## src/rtl/muldiv_pkg.sv

```systemverilog
// rtl/muldiv_pkg.sv - op encodings and FSM state type for the HI/LO multiply/divide unit
package muldiv_pkg;

    localparam int OP_W = 3;

    localparam logic [OP_W-1:0] OP_MULT  = 3'b000;
    localparam logic [OP_W-1:0] OP_MULTU = 3'b001;
    localparam logic [OP_W-1:0] OP_DIV   = 3'b010;
    localparam logic [OP_W-1:0] OP_DIVU  = 3'b011;
    localparam logic [OP_W-1:0] OP_MADD  = 3'b100;
    localparam logic [OP_W-1:0] OP_MADDU = 3'b101;

    typedef enum logic [1:0] {
        IDLE = 2'd0,
        RUN  = 2'd1,
        FIX  = 2'd2
    } state_t;

endpackage

```

## src/rtl/muldiv_seq_core.sv

```systemverilog
// rtl/muldiv_seq_core.sv - unsigned one-bit-per-cycle shift-add multiplier / restoring divider
module muldiv_seq_core #(
    parameter int WIDTH = 32
) (
    input  logic                 clk,
    input  logic                 reset,
    input  logic                 load_i,
    input  logic                 is_div_i,
    input  logic [WIDTH-1:0]     ma_i,
    input  logic [WIDTH-1:0]     mb_i,
    output logic                 last_o,
    output logic [2*WIDTH-1:0]   prod_o,
    output logic [WIDTH-1:0]     quot_o,
    output logic [WIDTH-1:0]     rem_o
);

    localparam int CW = $clog2(WIDTH + 1);

    logic [CW-1:0]    cnt_q, cnt_d;
    logic             run_q, run_d;
    logic             div_q, div_d;
    logic [WIDTH:0]   u_q, u_d;
    logic [WIDTH-1:0] l_q, l_d;
    logic [WIDTH-1:0] d_q, d_d;
    logic [WIDTH:0]   shifted, diff, sum;

    // u holds the running partial product high half / partial remainder,
    // l holds the multiplier being consumed / dividend shifting into quotient bits.
    always_comb begin
        shifted = {u_q[WIDTH-1:0], l_q[WIDTH-1]};
        diff    = shifted - {1'b0, d_q};
        sum     = u_q + {1'b0, (l_q[0] ? d_q : {WIDTH{1'b0}})};
        last_o  = run_q && (cnt_q == CW'(WIDTH - 1));

        cnt_d = cnt_q;
        run_d = run_q;
        div_d = div_q;
        u_d   = u_q;
        l_d   = l_q;
        d_d   = d_q;

        if (load_i) begin
            cnt_d = '0;
            run_d = 1'b1;
            div_d = is_div_i;
            u_d   = '0;
            l_d   = is_div_i ? ma_i : mb_i;
            d_d   = is_div_i ? mb_i : ma_i;
        end else if (run_q) begin
            cnt_d = cnt_q + 1'b1;
            if (last_o) begin
                run_d = 1'b0;
            end
            if (div_q) begin
                if (!diff[WIDTH]) begin
                    u_d = diff;
                    l_d = {l_q[WIDTH-2:0], 1'b1};
                end else begin
                    u_d = shifted;
                    l_d = {l_q[WIDTH-2:0], 1'b0};
                end
            end else begin
                u_d = {1'b0, sum[WIDTH:1]};
                l_d = {sum[0], l_q[WIDTH-1:1]};
            end
        end
    end

    always_ff @(posedge clk) begin
        if (reset) begin
            cnt_q <= '0;
            run_q <= 1'b0;
            div_q <= 1'b0;
            u_q   <= '0;
            l_q   <= '0;
            d_q   <= '0;
        end else begin
            cnt_q <= cnt_d;
            run_q <= run_d;
            div_q <= div_d;
            u_q   <= u_d;
            l_q   <= l_d;
            d_q   <= d_d;
        end
    end

    assign prod_o = {u_q[WIDTH-1:0], l_q};
    assign quot_o = l_q;
    assign rem_o  = u_q[WIDTH-1:0];

endmodule

```

## src/rtl/muldiv_hilo_unit.sv

```systemverilog
// rtl/muldiv_hilo_unit.sv - multi-cycle mult/div unit owning HI/LO; MULDIV_MADD_EN adds MADD/MADDU
module muldiv_hilo_unit
    import muldiv_pkg::*;
#(
    parameter int WIDTH = 32
) (
    input  logic             clk,
    input  logic             reset,
    input  logic             start,
    input  logic [OP_W-1:0]  op,
    input  logic [WIDTH-1:0] a,
    input  logic [WIDTH-1:0] b,
    input  logic             hilo_we,
    input  logic             hilo_sel,
    input  logic [WIDTH-1:0] hilo_wd,
    output logic             busy,
    output logic             done,
    output logic             dz,
    output logic [WIDTH-1:0] hi,
    output logic [WIDTH-1:0] lo
);

    state_t           state_q, state_d;
    logic [WIDTH-1:0] hi_q, hi_d, lo_q, lo_d, a_q, a_d;
    logic             done_q, done_d, dz_q, dz_d;
    logic             sa_q, sa_d, sb_q, sb_d, div_q, div_d, bz_q, bz_d;
`ifdef MULDIV_MADD_EN
    logic             madd_q, madd_d;
`endif

    logic               op_legal, accept, op_signed, op_div, a_neg, b_neg;
    logic [WIDTH-1:0]   a_mag, b_mag, quot, rem;
    logic [2*WIDTH-1:0] prod, prod_s, mult_res;
    logic               core_last;

    muldiv_seq_core #(.WIDTH(WIDTH)) u_core (
        .clk      (clk),
        .reset    (reset),
        .load_i   (accept),
        .is_div_i (op_div),
        .ma_i     (a_mag),
        .mb_i     (b_mag),
        .last_o   (core_last),
        .prod_o   (prod),
        .quot_o   (quot),
        .rem_o    (rem)
    );

    always_comb begin
`ifdef MULDIV_MADD_EN
        op_legal = (op <= OP_MADDU);
`else
        op_legal = (op <= OP_DIVU);
`endif
        accept    = start && (state_q == IDLE) && op_legal;
        op_signed = ~op[0];
        op_div    = (op == OP_DIV) || (op == OP_DIVU);
        a_neg     = op_signed & a[WIDTH-1];
        b_neg     = op_signed & b[WIDTH-1];
        a_mag     = a_neg ? -a : a;
        b_mag     = b_neg ? -b : b;

        prod_s = (sa_q ^ sb_q) ? -prod : prod;
`ifdef MULDIV_MADD_EN
        // Accumulator is HI/LO as they stand at FIX, so an E0 direct write is included.
        mult_res = madd_q ? (prod_s + {hi_q, lo_q}) : prod_s;
`else
        mult_res = prod_s;
`endif
    end

    always_comb begin
        state_d = state_q;
        hi_d    = hi_q;
        lo_d    = lo_q;
        a_d     = a_q;
        sa_d    = sa_q;
        sb_d    = sb_q;
        div_d   = div_q;
        bz_d    = bz_q;
        done_d  = 1'b0;
        dz_d    = 1'b0;
`ifdef MULDIV_MADD_EN
        madd_d  = madd_q;
`endif
        case (state_q)
            IDLE: begin
                if (hilo_we) begin
                    if (hilo_sel) hi_d = hilo_wd;
                    else          lo_d = hilo_wd;
                end
                if (accept) begin
                    state_d = RUN;
                    a_d     = a;
                    sa_d    = a_neg;
                    sb_d    = b_neg;
                    div_d   = op_div;
                    bz_d    = (b == '0);
`ifdef MULDIV_MADD_EN
                    madd_d  = op[2];
`endif
                end
            end
            RUN: begin
                if (core_last) state_d = FIX;
            end
            FIX: begin
                state_d = IDLE;
                done_d  = 1'b1;
                if (div_q) begin
                    if (bz_q) begin
                        lo_d = '1;
                        hi_d = a_q;
                        dz_d = 1'b1;
                    end else begin
                        // Quotient truncates toward zero; remainder follows the dividend sign.
                        lo_d = (sa_q ^ sb_q) ? -quot : quot;
                        hi_d = sa_q ? -rem : rem;
                    end
                end else begin
                    {hi_d, lo_d} = mult_res;
                end
            end
            default: state_d = IDLE;
        endcase
    end

    always_ff @(posedge clk) begin
        if (reset) begin
            state_q <= IDLE;
            hi_q    <= '0;
            lo_q    <= '0;
            a_q     <= '0;
            sa_q    <= 1'b0;
            sb_q    <= 1'b0;
            div_q   <= 1'b0;
            bz_q    <= 1'b0;
            done_q  <= 1'b0;
            dz_q    <= 1'b0;
`ifdef MULDIV_MADD_EN
            madd_q  <= 1'b0;
`endif
        end else begin
            state_q <= state_d;
            hi_q    <= hi_d;
            lo_q    <= lo_d;
            a_q     <= a_d;
            sa_q    <= sa_d;
            sb_q    <= sb_d;
            div_q   <= div_d;
            bz_q    <= bz_d;
            done_q  <= done_d;
            dz_q    <= dz_d;
`ifdef MULDIV_MADD_EN
            madd_q  <= madd_d;
`endif
        end
    end

    assign busy = (state_q != IDLE);
    assign done = done_q;
    assign dz   = dz_q;
    assign hi   = hi_q;
    assign lo   = lo_q;

endmodule
```

## config.mk

```make
export PLATFORM = sky130hd
export DESIGN_NAME = muldiv_hilo_unit
export DESIGN_NICKNAME = d
export VERILOG_FILES = /design/src/rtl/muldiv_pkg.sv /design/src/rtl/muldiv_seq_core.sv /design/src/rtl/muldiv_hilo_unit.sv
export SDC_FILE = /design/constraint.sdc
export NUM_CORES = 1
export LEC_CHECK = 0
export ABC_AREA = 0
export CORE_UTILIZATION = 25
export DETAILED_ROUTE_END_ITERATION = 7
export MAX_ROUTING_LAYER = met4
export SKIP_LAST_GASP = 1
export SYNTH_ARGS = -nofsm -noshare
export SYNTH_HDL_FRONTEND = slang
export SYNTH_SLANG_ARGS = --single-unit
```

## constraint.sdc

```tcl
create_clock -name clk -period 4.7 [get_ports clk]
set_input_delay 0.47 -clock clk [delete_from_list [all_inputs] [get_ports clk]]
set_output_delay 0.47 -clock clk [all_outputs]
set_load 0.05 [all_outputs]
```

After elaboration in Yosys (flattened, before gate mapping)
Cells that the tools add are included.
{"block": "totals", "register_bits": 209, "in_bits": 104, "out_inout_bits": 67, "elab_cells": 88}
{"block": "classes", "addsub": 8, "magnitude_cmp": 1, "n_eq_ne": 10, "mux": 32, "bitwise": 6, "n_reduce_logical": 15}
{"operator": "$mux W32", "n": 18}
{"operator": "$neg A32 Y32", "n": 4}
{"operator": "$pmux W32 S2", "n": 2}
{"operator": "$mux W33", "n": 2}
{"operator": "$mux W64", "n": 1}
{"operator": "$neg A64 Y64", "n": 1}
{"operator": "$add A33 B32 Y33", "n": 1}
{"operator": "$sub A33 B32 Y33", "n": 1}
{"operator": "$logic_not A32 Y1", "n": 1}
{"operator": "$ne A2 B2 Y1 const B", "n": 5}
{"operator": "$add A6 B1 Y6 const B", "n": 1}
{"operator": "$eq A3 B2 Y1 const B", "n": 2}
{"operator": "$eq A6 B5 Y1 const B", "n": 1}
{"operator": "$mux W1", "n": 6}
{"operator": "$reduce_and A3 Y1", "n": 2}
{"operator": "$reduce_bool A2 Y1", "n": 3}
{"operator": "$mux W2", "n": 2}
{"operator": "$pmux W2 S2", "n": 1}
{"operator": "$reduce_and A2 Y1", "n": 2}
{"operator": "$le A3 B2 Y1 const B", "n": 1}
{"operator": "$logic_and A1 B1 Y1", "n": 3}
{"operator": "$not A1 Y1", "n": 3}
{"operator": "$reduce_or A3 Y1", "n": 1}
{"operator": "$and A1 B1 Y1", "n": 2}
{"operator": "6 further kinds", "n": 6}

Logic depth before layout (Yosys ltp)
Gate-level depths: netlist of the first run.
{"block": "depth", "ltp_word": 5, "mapped_depth": 20, "mapped_depth_nobuf": 19}

Cells and area by module
From an unflattened synthesis of the first run, not the netlist that was laid out.
{"block": "hier_totals", "hier_cells": 2583, "hier_area_um2": 19394.9}
{"mod": "muldiv_seq_core", "instances": 1, "cells_each": 1242, "area_each_um2": 9905.8, "seq_area_each_um2": 2102.0}
{"mod": "muldiv_hilo_unit", "instances": 1, "cells_each": 1341, "area_each_um2": 9489.1, "seq_area_each_um2": 2082.0}

Worst setup path after synthesis of the first run
No wires, ideal clock.
{"block": "synth_timing", "path_type": "register to register", "start": "register u_core.u_q[6]", "end": "register u_core.u_q[17]", "setup_time_ns": 0.074, "arrival_time_ns": 3.937, "t_required_ns": 4.626, "setup_slack_ns": 0.689, "path_stages_with_launch": 18, "n_path_buf": 1, "period_less_slack_ns": 4.011, "path_cell_list": "dfxtp_1 -> ha_1 -> a21o_1 -> nand2b_1 -> o21ai_0 -> o21ai_0 -> a21o_1 -> a2111oi_0 -> a21oi_1 -> nand3_1 -> nand2_1 -> ha_1 -> clkbuf_1 -> clkinv_1 -> or3_1 -> mux2i_1 -> o21ai_0 -> a31oi_1"}
{"block": "synth_via", "elab_chain_cells": 3, "word_cells_on_any_way": 4, "classes_between": "add/sub: 2; mux: 2"}
{"item": "from (decl)", "line": "muldiv_seq_core.sv:22", "rtl": "logic [WIDTH:0] u_q, u_d;"}
{"item": "from (signal assigned)", "line": "muldiv_seq_core.sv:81", "rtl": "u_q <= u_d;"}
{"item": "$sub A33 B32 Y33", "line": "muldiv_seq_core.sv:31", "rtl": "diff = shifted - {1'b0, d_q};"}
{"item": "$mux W33", "line": "muldiv_seq_core.sv:55", "rtl": "if (!diff[WIDTH]) begin"}
{"item": "$mux W33 *", "line": "muldiv_seq_core.sv:54", "rtl": "if (div_q) begin"}
Every way passes the cells marked *; elsewhere a longest branch is shown, timed or not.
A chain may end at the register's enable or synchronous reset.

Worst setup path after layout of the first run
{"block": "layout_timing", "start": "register u_core.l_q[31], in the netlist u_core.quot_o[31]", "end": "register u_core.u_q[26]"}
{"block": "layout_via", "elab_chain_cells": 3}
{"item": "from (decl)", "line": "muldiv_seq_core.sv:23", "rtl": "logic [WIDTH-1:0] l_q, l_d;"}
{"item": "from (signal assigned)", "line": "muldiv_seq_core.sv:82", "rtl": "l_q <= l_d;"}
{"item": "$sub A33 B32 Y33", "line": "muldiv_seq_core.sv:31"}
{"item": "$mux W33", "line": "muldiv_seq_core.sv:55"}
{"item": "$mux W33", "line": "muldiv_seq_core.sv:54"}
Every way passes these cells.

==> results of run 1 <==
## sequential cells by signal, summed over array words and instances (netlist names)
signal,count
a_q,32
bz_q,1
div_q,1
done,1
dz,1
hi,32
lo,32
sa_q,1
sb_q,1
state_q,2
u_core.cnt_q,6
u_core.d_q,32
u_core.div_q,1
u_core.quot_o,32
u_core.run_q,1
u_core.u_q,33
## Yosys cell counts (all sizes together) (5+ instances only)
master / instances
xor2: 85
o21ai: 139
or4: 11
o221ai: 52
a2111oi: 12
dfxtp: 209
nor3b: 6
xnor2: 112
nand2: 282
clkbuf: 152
nor2: 243
nor3: 56
or3: 46
a21oi: 253
a211oi: 49
o211ai: 61
inv: 59
ha: 70
nand3: 27
buf: 26
a211o: 10
nand3b: 8
a21o: 25
o41ai: 15
o22ai: 22
nand2b: 23
nor4: 18
nor2b: 18
o31ai: 25
and3: 9
mux2i: 57
nand4: 13
or2: 7
a31oi: 16
a221oi: 5
and2: 7
o21a: 10
## path summary, 6_finish.rpt
check	from	end	slack, ns	cells after the start
worst min register to register	hi[24]	hi[24]	0.44	2
worst max register to register	u_core.quot_o[31]	u_core.u_q[26]	0.41	18
worst max-delay path	u_core.quot_o[31]	u_core.u_q[26]	0.41	18
worst min-delay path	reset	u_core.d_q[31]	0.38	2
## report_power, final
| group | internal, W | total (W) | switching, W |
|---|---|---|---|
| Sequential | 0.00188 | 0.00201 | 0.000135 |
| Combinational | 0.000743 | 0.00199 | 0.00125 |
| Clock | 0.00117 | 0.00200 | 0.000830 |
| Total | 0.00379 | 0.00600 | 0.00221 |
## layout make-up
class / count / area, um2 / area share (%)
flip-flops and latches: 209 / 4190 / 20.9
well taps: 864 / 1080 / 5.38
repair buffers: 238 / 2230 / 11.1
inverters: 62 / 233 / 1.16
multi-input cells: 1840 / 11500 / 57.5
clock buffers: 34 / 679 / 3.38
clock inverters: 9 / 125 / 0.623
## critical path, delay by kind of cell, from the launching register on
family | cells | cell delay (ns)
buffers and inverters | 2 | 0.34
adder cells (fa/ha/maj) | 3 | 0.78
flip-flops | 1 | 0.34
AO/OA/AOI/OAI | 9 | 2.17
AND/OR/NAND/NOR | 4 | 0.61
## through the flow
| step | setup WS (ns) | instances | util, % | hold WS, ns | area, um2 |
|---|---|---|---|---|---|
| after floorplan | 0.689 | 2289 | - | 0.431 | 16600 |
| after global placement | 0.267 | 3213 | 29.3 | 0.436 | 19300 |
| after detailed placement | 0.173 | 3213 | 29.3 | 0.436 | 19300 |
| after CTS | 0.140 | 3256 | 30.5 | 0.345 | 20100 |
| after global routing | 0.102 | 3256 | 30.5 | 0.365 | 20100 |
| final | 0.408 | 3256 | 30.5 | 0.377 | 20100 |
## logic make-up after synthesis
kind of cell    Yosys count  share of synthesized area, %
buf+inv                 240                          5.57
flops                   209                          25.2
fa+ha+maj                72                          5.51
xor+xnor                197                          10.4
compound gates          728                          28.0
mux                      61                          3.71
simple gates            782                          21.6
## metal layers
| metal | vias to the layer above | track usage [%] | part of all wire, % |
|---|---|---|---|
| met3 | 123 | 3.01 | 7.6 |
| met1 | 8387 | 27.4 | 44 |
| met5 | - | - | 0 |
| met2 | 715 | 31.5 | 45 |
| li1 | 8437 | - | - |
| met4 | 0 | 6.90 | 3.6 |
## timing repair
action,in CTS,in global routing
hold endpoints to repair,0,0
resized for setup,0,3
hold buffers,0,0
endpoints found under the setup margin,0,12
==> reports/summary.txt, run 1 <==
Vias = 17.7k
Die width = 260 um
Post-CTS Setup Repair Bufs = 0
Initial DRC Count = 1710
Diodes inserted = 0
Critical Path Source Type = flop
Run status = complete, no violations
Final Max Tran Viols = 0
1st-pass router iterations = 5
Total track usage = 20.6%
Pin count of the biggest net entering global routing = 73
Register area share after synthesis = 25.2%
Area added between synthesis and finish = 20.9%
Die ar. = 67500 um2
CTS tree = done
Fin. Hold Viols = 0
FFs w/ async S/R, synth = 0%
CORE AREA = 65700 um2
Initial core utilization = 25.3%
Syn Area/Cell = 7.26 um2
Most common cell after layout, fill and taps aside = nand2_1
RSZ-0062 raised after global routing = no
Setup violators final = 0
Vias per inst = 5.42
Routed Antenna Nets = 0
WP data required = 5.19 ns
Crit path top cell by count = a21oi_1
Root buf cell = clkbuf_16
Rel. slew slack = 31.4%
Post-Route Setup TNS = 0 ns
Synth unique cells = 76
Grt ovf = 0
Fraction of layout cells with a size suffix above 1 = 6.15%
# IOs = 171
Final nets = 2552
Gate Count Post-Synth = 2289
Fillers = 7053
Worst path slowest cell = a2111oi_2
Sink Count = 209
Post-DP HPWL = 54.0 mm
Worst Hold Class = in -> reg
Final Skew = 0.0279 ns
Period utilization = 91.3%
IR drop worst, VDD = 0.241 mV
Overall Power = 0.00600 W
Residual DRC = 0
Synthesized Nets = 2465
Setup CP Type = reg -> reg
Critical Path Max Stage Delay = 0.42 ns
Initial antenna violation count = 0
Leak = 7.20 nW
Max-cap viol count = 0
Crit. End Element = flop
Post-synth EDFFs = 0
Total wire length = 69.3 mm
PortBufs = 170
Clk buf depth = 3
Leading post-synthesis cells by cell area = dfxtp_1 (25%), a21oi_1 (7.6%), nand2_1 (6.4%)
Most frequent cells in the layout = nand2_1 (282), a21oi_1 (253), nor2_1 (242)
CP Data Arrival Time = 4.79 ns
Cell Area, Synth = 16600 um2
Share of the synthesized area in the top cell type = 25.2%
Die height = 260 um
Vias in the first global route = 16.3k
Routability cong. = 0.967
Worst-Skew Late Latency = 0.56 ns
Max Clock Freq = 233 MHz
Cell Chain, Critical Path = inv_1, ha_1, fa_1, nand2b_1, a21oi_1, o21ai_0, o21ai_1, a21o_1, a2111oi_2, a21oi_1, nand3_1, nand2_1, ha_1, clkinv_1, nand2_1, o221ai_1, a211o_1, a21oi_1
Commonest register cell after synthesis = dfxtp_1
Ys Warns = 0
CTS H-tree depth = 1
Final min period = 4.29 ns
Area leader, netlist = dfxtp_1
First-pass GRT wire length = 103 mm
Reg clk slew, reported paths = 0.07 ns
PD cells = 299 nW/um2
CP Max Fanout = 7
Cell Rows = 94
FF+latch count, synth = 209
Slew of the pin with the lowest slew margin = 1.03 ns
Inserted Clock Buffers = 25
DR WL/cell = 21.3 um
Power figures use the tool's default switching activity.
==> run 2: changes to the inputs <==
--- a/config.mk
+++ b/config.mk
@@ -6,6 +6,7 @@
 export NUM_CORES = 1
 export LEC_CHECK = 0
 export ABC_AREA = 0
+export CORE_MARGIN = 2
 export CORE_UTILIZATION = 25
 export DETAILED_ROUTE_END_ITERATION = 7
 export MAX_ROUTING_LAYER = met4
==> run 2 against run 1 <==
Against the previous run: non-clock buffer count grew 1; core utilization grew 0.25 points; fmax shrank 3.5%; critical path type unchanged; worst hold slack gained 0.048 ns; largest power group is now the clock network; clock skew grew 0.0033 ns; sequential power is essentially flat; sequential cell count is the same; power grew 5.1%; design area grew 0.82%; clock power grew 15%.
==> reports/summary.txt, run 2 (synthesis gave the netlist of run 1 again) <==
Die ar. = 68500 um2 (was 67500 um2)
Hold Path Origin = reset (unchanged)
Vias = 17.7k (about the same)
Total wire length = 69.3 mm (about the same)
Initial antenna violation count = 1 (was 0)
Run status = complete, no violations (unchanged)
# IOs = 171 (unchanged)
Max-cap viol count = 0 (unchanged)
Worst Hold Class = in -> reg (unchanged)
Cell Chain, Critical Path = inv_1, ha_1, fa_1, nand2b_1, a21oi_1, o21ai_0, o21ai_0, a21o_1, a2111oi_1, a21oi_1, nand3_1, nand2_1, ha_1, buf_4, nand2_1, nor3_1, o221a_2 (was inv_1, ha_1, fa_1, nand2b_1, a21oi_1, o21ai_0, o21ai_1, a21o_1, a2111oi_2, a21oi_1, nand3_1, nand2_1, ha_1, clkinv_1, nand2_1, o221ai_1, a211o_1, a21oi_1)
RSZ-0062 raised after global routing = no (unchanged)
Leak = 7.28 nW (was 7.20 nW)
Area added between synthesis and finish = 21.9% (was 20.9%)
Bufs and invs on worst path = 2 (unchanged)
DR WL/cell = 21.2 um (was 21.3 um)
Most common cell after layout, fill and taps aside = nand2_1 (unchanged)
Worst path slowest cell = a2111oi_1 (was a2111oi_2)
Die width = 262 um (was 260 um)
Post-DP HPWL = 54.3 mm (was 54.0 mm)
CP Max Fanout = 34 (was 7)
Residual DRC = 0 (unchanged)
Final min period = 4.45 ns (was 4.29 ns)
Reg-to-reg endpoint = u_core.u_q[27] (was u_core.u_q[26])
Initial DRC Count = 1625 (was 1710)
Routed Antenna Nets = 0 (unchanged)
Sink Count = 209 (unchanged)
Worst-Skew Late Latency = 0.57 ns (was 0.56 ns)
Final Core Density = 30.8% (was 30.5%)
Diodes inserted = 0 (unchanged)
Hold-fix buffers at CTS = 0 (unchanged)
GR peak layer = met2 (unchanged)
Period utilization = 94.6% (was 91.3%)
Total track usage = 20.1% (was 20.6%)
Grt ovf = 0 (unchanged)
Max Clock Freq = 225 MHz (was 233 MHz)
Rel. slew slack = 28.4% (was 31.4%)
Vias per inst = 5.42 (about the same)
First-pass GRT wire length = 103 mm (about the same)
Crit. End Element = flop (unchanged)
Max reg flops = 33 (unchanged)
Root buf cell = clkbuf_16 (unchanged)
CP Data Arrival Time = 4.95 ns (was 4.79 ns)
Global Route met1 Usage = 27.1% (was 27.4%)
Post-Route Setup TNS = 0 ns (unchanged)
Grt met3 use = 2.84% (was 3.01%)
PD cells = 312 nW/um2 (was 299 nW/um2)
1st-pass router iterations = 8 (was 5)
Setup CP Type = reg -> reg (unchanged)
Initial core utilization = 25.3% (unchanged)
PnR worst setup slack = 0.255 ns (was 0.408 ns)
Reg clk slew, reported paths = 0.06 ns (was 0.07 ns)
WP data required = 5.21 ns (was 5.19 ns)
Routability cong. = 0.939 (was 0.967)
Slew of the pin with the lowest slew margin = 1.07 ns (was 1.03 ns)
Post-CTS Setup Repair Bufs = 0 (unchanged)
GRT met2 Usage = 31.0% (was 31.5%)
Most frequent cells in the layout = nand2_1 (282), a21oi_1 (253), nor2_1 (242) (unchanged)
Cell Rows = 94 (unchanged)
Clk buf depth = 3 (unchanged)
Hold EP = a_q[24] (was u_core.d_q[31])
Fillers = 7142 (was 7053)
Critical Path Max Stage Delay = 0.54 ns (was 0.42 ns)
CTS tree = done (unchanged)
Vias in the first global route = 16.3k (about the same)
Final Max Tran Viols = 0 (unchanged)
Setup violators final = 0 (unchanged)
Fin. Hold Viols = 0 (unchanged)
Final Skew = 0.0311 ns (was 0.0279 ns)
Cell family with most CP delay = compound AO/OA/AOI/OAI gates (unchanged)
Inserted Clock Buffers = 26 (was 25)
Worst reg2reg path depth = 17 (was 18)
Dpl ws = 0.320 ns (was 0.173 ns)
Most flops, register = u_core.u_q (unchanged)
Final nets = 2554 (was 2552)
Hold depth = 2 (unchanged)
Worst r2r src = u_core.quot_o[31] (unchanged)
IR drop worst, VDD = 0.286 mV (was 0.241 mV)
PortBufs = 170 (unchanged)
Critical Path Source Type = flop (unchanged)
Pin count of the biggest net entering global routing = 73 (unchanged)
Reg2reg setup slack = 0.25 ns (was 0.41 ns)
CTS H-tree depth = 1 (unchanged)
Seq. cell area = 4190 um2 (unchanged)
Die height = 262 um (was 260 um)
CORE AREA = 65700 um2 (unchanged)
Multi-input logic area = 11500 um2 (about the same)
Fraction of layout cells with a size suffix above 1 = 6.42% (was 6.15%)
[run 2: area by class of cell]
| cell class | count | share of cell area, % |
|---|---|---|
| clock buffers | 38 | 3.84 |
| clock inverters | 10 | 1.00 |
| inverters | 62 | 1.15 |
| multi-input cells | 1840 | 57.0 |
| flip-flops and latches | 209 | 20.7 |
| well taps | 864 | 5.34 |
| repair buffers | 239 | 11.0 |
[run 2: how the worst max path moves through the flow]
stage / from / cells past startpoint / end
6_report: u_core.quot_o[31] / 17 / u_core.u_q[27]
3_3_place_gp: u_core.quot_o[31] / 17 / u_core.u_q[16]
2_1_floorplan: u_core.u_q[6] / 17 / u_core.u_q[17]
3_5_place_dp: u_core.quot_o[31] / 17 / u_core.u_q[27]
4_1_cts: u_core.quot_o[31] / 17 / u_core.u_q[27]
5_1_grt: u_core.quot_o[31] / 18 / u_core.quot_o[0]
[run 2: routing by layer]
metal  part of all wire [%]  up-vias  wire length (um)
met5                      0        -                 0
met1                     44     8417             30500
li1                       -     8444                 -
met3                    7.2      117              4980
met4                    3.6        0              2510
met2                     45      696             31300
[run 2: per-stage QoR]
step	instances	total power (W)	instance area [um2]	hold slack (ns)
floorplan	2289	0.00330	16600	0.431
global placement	3214	0.00400	19300	0.431
detailed placement	3214	0.00399	19300	0.442
CTS	3262	0.00630	20200	0.403
global route	3262	0.00658	20200	0.432
finish	3262	0.00631	20200	0.425
[run 2: power breakdown]
part           switching (W)  internal [W]  total, W
clock network       0.000842       0.00147   0.00231
logic                0.00125      0.000734   0.00198
registers           0.000137       0.00188   0.00202
total                0.00223       0.00408   0.00631
[run 2: worst register-to-register path, stage by stage, from the launching register on]
cell and delay, ns:
dfxtp_1 0.35, inv_1 0.13, ha_1 0.22, fa_1 0.21
nand2b_1 0.14, a21oi_1 0.10, o21ai_0 0.37, o21ai_0 0.25
a21o_1 0.29, a2111oi_1 0.54, a21oi_1 0.20, nand3_1 0.12
nand2_1 0.06, ha_1 0.29, buf_4 0.40, nand2_1 0.27
nor3_1 0.26, o221a_2 0.21
[run 2: timing repair]
item                       CTS  global route
resized for setup            0             1
hold endpoints to repair     0             0
setup endpoints to repair    0            22
